===== src/rtl/adc_avg_sampler.sv =====
// Averaging front end for an XADC: per trigger it runs 2^NB_AVG_LOG2 conversions, sums the
// results and reports their truncated mean. Per-conversion timeout and sticky error flags are included.
module adc_avg_sampler #(
    parameter int NB_DATA     = 12,
    parameter int NB_AVG_LOG2 = 2,
    parameter int TIMEOUT     = 1023
) (
    input  logic               clk,
    input  logic               rst_n,
    input  logic               i_trigger,
    input  logic [NB_DATA-1:0] i_adc_val,
    input  logic               i_adc_eoc,
    output logic               o_adc_convst,
    output logic [NB_DATA-1:0] o_val,
    output logic               o_done,
    output logic               o_busy,
    output logic               o_timeout,
    output logic               o_overrun
);

    localparam int NB_ACC = NB_DATA + NB_AVG_LOG2;
    localparam int NB_CNT = NB_AVG_LOG2 + 1;
    localparam logic [NB_CNT-1:0] LAST_SAMPLE = NB_CNT'((1 << NB_AVG_LOG2) - 1);
    localparam logic [9:0]        TMO_LAST    = 10'(TIMEOUT);

    typedef enum logic [1:0] {
        ST_IDLE = 2'd0,
        ST_CONV = 2'd1,
        ST_WAIT = 2'd2,
        ST_OUT  = 2'd3
    } state_t;

    state_t              state_q, state_d;
    logic [NB_ACC-1:0]   acc_q, acc_d;
    logic [NB_CNT-1:0]   cnt_q, cnt_d;
    logic [9:0]          tmo_q, tmo_d;
    logic [NB_DATA-1:0]  val_q, val_d;
    logic                timeout_q, timeout_d;
    logic                overrun_q, overrun_d;
    logic                convst_q, convst_d;
    logic                done_q, done_d;
    logic                busy_q, busy_d;
    logic [NB_ACC-1:0]   acc_sum_s;

    // Zero-extending the sample keeps the sum exact: 2^N full-scale samples fit in NB_ACC bits.
    assign acc_sum_s = acc_q + NB_ACC'(i_adc_val);

    // State register
    always_ff @(posedge clk or negedge rst_n) begin
        if (!rst_n) begin
            state_q <= ST_IDLE;
        end else begin
            state_q <= state_d;
        end
    end

    // Next-state and datapath update
    always_comb begin
        state_d   = state_q;
        acc_d     = acc_q;
        cnt_d     = cnt_q;
        tmo_d     = tmo_q;
        val_d     = val_q;
        timeout_d = timeout_q;
        overrun_d = overrun_q | (i_trigger & (state_q != ST_IDLE));
        case (state_q)
            ST_IDLE: begin
                if (i_trigger) begin
                    acc_d   = '0;
                    cnt_d   = '0;
                    state_d = ST_CONV;
                end else begin
                    state_d = ST_IDLE;
                end
            end
            ST_CONV: begin
                tmo_d   = '0;
                state_d = ST_WAIT;
            end
            ST_WAIT: begin
                // An eoc on the terminal count wins over the timeout.
                if (i_adc_eoc) begin
                    acc_d = acc_sum_s;
                    cnt_d = cnt_q + NB_CNT'(1'b1);
                    if (cnt_q == LAST_SAMPLE) begin
                        val_d   = acc_sum_s[NB_ACC-1:NB_AVG_LOG2];
                        state_d = ST_OUT;
                    end else begin
                        state_d = ST_CONV;
                    end
                end else if (tmo_q == TMO_LAST) begin
                    timeout_d = 1'b1;
                    state_d   = ST_OUT;
                end else begin
                    tmo_d = tmo_q + 10'd1;
                end
            end
            ST_OUT: begin
                state_d = ST_IDLE;
            end
            default: begin
                state_d = ST_IDLE;
            end
        endcase
    end

    // Output decode from the upcoming state so the strobes leave flops
    always_comb begin
        convst_d = (state_d == ST_CONV);
        done_d   = (state_d == ST_OUT);
        busy_d   = (state_d != ST_IDLE);
    end

    // Datapath, flag and output registers
    always_ff @(posedge clk or negedge rst_n) begin
        if (!rst_n) begin
            acc_q     <= '0;
            cnt_q     <= '0;
            tmo_q     <= '0;
            val_q     <= '0;
            timeout_q <= 1'b0;
            overrun_q <= 1'b0;
            convst_q  <= 1'b0;
            done_q    <= 1'b0;
            busy_q    <= 1'b0;
        end else begin
            acc_q     <= acc_d;
            cnt_q     <= cnt_d;
            tmo_q     <= tmo_d;
            val_q     <= val_d;
            timeout_q <= timeout_d;
            overrun_q <= overrun_d;
            convst_q  <= convst_d;
            done_q    <= done_d;
            busy_q    <= busy_d;
        end
    end

    assign o_adc_convst = convst_q;
    assign o_val        = val_q;
    assign o_done       = done_q;
    assign o_busy       = busy_q;
    assign o_timeout    = timeout_q;
    assign o_overrun    = overrun_q;

endmodule


===== config.mk =====
export PLATFORM = sky130hd
export DESIGN_NAME = adc_avg_sampler
export DESIGN_NICKNAME = d
export VERILOG_FILES = /design/src/rtl/adc_avg_sampler.sv
export SDC_FILE = /design/constraint.sdc
export NUM_CORES = 1
export LEC_CHECK = 0
export CORE_MARGIN = 3
export CORE_UTILIZATION = 55
export DETAILED_ROUTE_END_ITERATION = 8
export MAX_ROUTING_LAYER = met4
export PLACE_DENSITY = 0.8
export SYNTH_ARGS = -nofsm -noshare
export SYNTH_HDL_FRONTEND = slang
export SYNTH_SLANG_ARGS = --single-unit

===== constraint.sdc =====
create_clock -name clk -period 3.2 [get_ports clk]
set_clock_uncertainty 0.1 [all_clocks]
set_input_delay 0.64 -clock clk [delete_from_list [all_inputs] [get_ports clk]]
set_output_delay 0.64 -clock clk [all_outputs]
set_load 0.03 [all_outputs]

==> results.sh <==
export IMPL_status="complete, no violations"
export IMPL_fin_ws_ns=0.284
export IMPL_pre_cts_slack_ns=0.0297
export IMPL_antenna_cells=0
export IMPL_htree_levels=2
export IMPL_finalCritPeriodShare_pct=91.1
export IMPL_worstPathArrival_ns=3.00
export IMPL_cts_root_buf="clkbuf_8"
export IMPL_ir_worst_vdd_mv=0.461
export IMPL_rsz0062_at_grt="no"
export IMPL_start_util_pct=57.3
export IMPL_cts_sinks=46
export IMPL_syn_inst=258
export IMPL_grt_pass1_vias=1868
export IMPL_ys_types=50
export IMPL_gp_congestion=0.898
export IMPL_p_sw_uw=978
export IMPL_swShare_pct=41.5
export IMPL_place_area_um2=2920
export IMPL_drt_wl_total_um=5230
export IMPL_clkLatencyLatePin_ns=0.30
export IMPL_antenna_found_initial=0
export IMPL_post_route_util_pct=68.0
export IMPL_finalSetupViolations=0
export IMPL_hp_class="reg -> reg"
export IMPL_ys_flop_type="dfrtp_1"
export IMPL_cts_path_max_buffers=2
export IMPL_ys_seq_elements=46
export IMPL_use_met2_pct=32.8
export IMPL_grt_busiest_layer="met2"
export IMPL_post_cts_resized=0
export IMPL_fp_dieH_um=73.8
export IMPL_synth_edf_count=0
export IMPL_r2r_cells=8
export IMPL_fp_dieW_um=73.8
export IMPL_end_kind="register"
export IMPL_ios=33
export IMPL_dieArea_um2=5450
export IMPL_synth_fp_nets=290
export IMPL_finalHoldViolCount=0
export IMPL_worstPathRequired_ns=3.29
export IMPL_min_path_cells=1
export IMPL_cts_tree="done"
export IMPL_worst_slew_pin_slew_ns=0.996
export IMPL_async_reset_ff_share_pct=100
export IMPL_slew_headroom_pct=33.6
export IMPL_fin_crit_ns=2.92
export IMPL_fin_setup_tns_ns=0
export IMPL_grt_overflow_total=0
export IMPL_grt_max_degree=47
export IMPL_vias=1997
export IMPL_grt_usage_pct=21.5
export IMPL_synth_warnings=0
export IMPL_path_clk_slew_ns=0.09
export IMPL_hold_buffers=0
export IMPL_ant_nets=0
export IMPL_max_cap_violations=0
export IMPL_nNetsFinal=327
export IMPL_p_comb_share_pct=49.4
export IMPL_crit_type="in -> reg"
export IMPL_post_route_drc_count=0
export IMPL_clockPowerShare_pct=14.2
export IMPL_cts_setup_buffers=0
export IMPL_drt_pass1_iter_count=4
export IMPL_grt_first_pass_wirelength_um=8750
export IMPL_power_frac_seq_pct=36.4
export IMPL_drive_above_1_share_pct=7.46
export IMPL_grt_use_met1_pct=28.5
export IMPL_start_kind="input pin"
export IMPL_internal_power_uw=1380
export IMPL_p_leak_uw=0.00139
export IMPL_cts_made_buffers=5
export IMPL_hpwl_um=3780
export IMPL_routed_via_density=5.76
export IMPL_finalMaxSlewViolations=0
export IMPL_syn_avg_cell_area_um2=9.81
export IMPL_core_um2=4410
export IMPL_powerDensity_nw_per_um2=786
export IMPL_syn2layout_area_growth_pct=18.6
export IMPL_drt_iter0_markers=77
export IMPL_design_area_um2=3000
export IMPL_synthesis_area_um2=2530
export IMPL_max_freq_ghz=0.343
export IMPL_port_buffers=32
export IMPL_ys_seq_area_share_pct=45.5
export IMPL_rows=24
export IMPL_met3_usage_pct=4.92
export IMPL_wl_per_cell_um=15.1
export IMPL_cp_max_fo=3
cell usage in the layout (no fill, tap or decap), types with 7 or more instances in the layout:
cell type	instances
xnor2_1	8
clkdlybuf4s50_1	31
nand2_1	40
dfrtp_1	46
o21ai_0	27
a21oi_1	13
nand3_1	8
nor2_1	8
a22o_1	7
ha_1	15
through the flow:
stage / hold slack [ns] / cells / total power, uW
6_report: 0.379 / 347 / 2360
5_1_grt: 0.404 / 347 / 2540
4_1_cts: 0.382 / 347 / 2380
3_5_place_dp: 0.351 / 340 / 2030
3_3_place_gp: 0.353 / 340 / 2000
2_1_floorplan: 0.244 / 258 / 1670
power groups by stage:
stage	clock [uW]	combinational [uW]	sequential, uW
after floorplan	0	696	977
after global placement	0	1140	862
after detailed placement	0	1160	871
after CTS	347	1170	859
after global routing	369	1300	878
final	336	1170	858
kinds of logic after synthesis:
family	count (synthesis)	share of synthesized area (%)
buffers and inverters	13	2.08
and+or+nand+nor	86	16.5
muxes	3	1.24
xor gates and xnor gates	13	4.50
adders and majority gates	16	8.21
AOI/OAI and AO/OA	81	22.0
DFF	46	45.5
cells in the mapped netlist (6+ instances only):
master     n  share of area [%]
dfrtp_1   46                 45
nand2_1   40                5.9
o21ai_0   27                5.3
ha_1      15                7.4
a21oi_1   13                2.6
nand3_1    8                1.6
nor2_1     8                1.2
xnor2_1    8                2.8
a22o_1     7                2.4
nand2b_1   6                1.5
state kept, by name, indices dropped and copies added (netlist names):
signal        flops
acc_q            14
cnt_q             3
o_adc_convst      1
o_busy            1
o_done            1
o_overrun         1
o_timeout         1
o_val            12
state_q           2
tmo_q            10
cell type report:
cell class	instances	area (um^2)
fillers	363	1410
multi-input cells	199	1330
flip-flops and latches	46	1150
repair buffers	38	360
clock buffers	5	68.8
well taps	52	65.1
inverters	5	18.8
clock inverters	2	10.0
critical path, cell delays in order:
cell	delay [ns]
clkdlybuf4s50_1	0.40
ha_1	0.23
fa_1	0.41
a21o_1	0.23
a221oi_2	0.36
o31ai_2	0.14
o31a_1	0.28
nor3b_1	0.15
a21o_1	0.15
worst paths after layout:
path	startpoint	to	slack, ns
worst max-delay path	i_adc_val[0]	acc_q[12]$_DFFE_PN0P_	0.28
worst min-delay path	o_overrun$_DFF_PN0_	o_overrun$_DFF_PN0_	0.38
worst max register to register	acc_q[0]$_DFFE_PN0P_	acc_q[12]$_DFFE_PN0P_	0.65
worst min register to register	o_overrun$_DFF_PN0_	o_overrun$_DFF_PN0_	0.38
max in group asynchronous	rst_n	o_timeout$_DFFE_PN0P_	1.99
min in group asynchronous	rst_n	acc_q[11]$_DFFE_PN0P_	0.41
metal layers:
layer  up-vias  wire length, um
met2        42             2290
met4         0               80
li1       1006                -
met5         -                0
met3         8              243
met1       941             2610
Note: power is estimated with default switching activity, not from simulation.
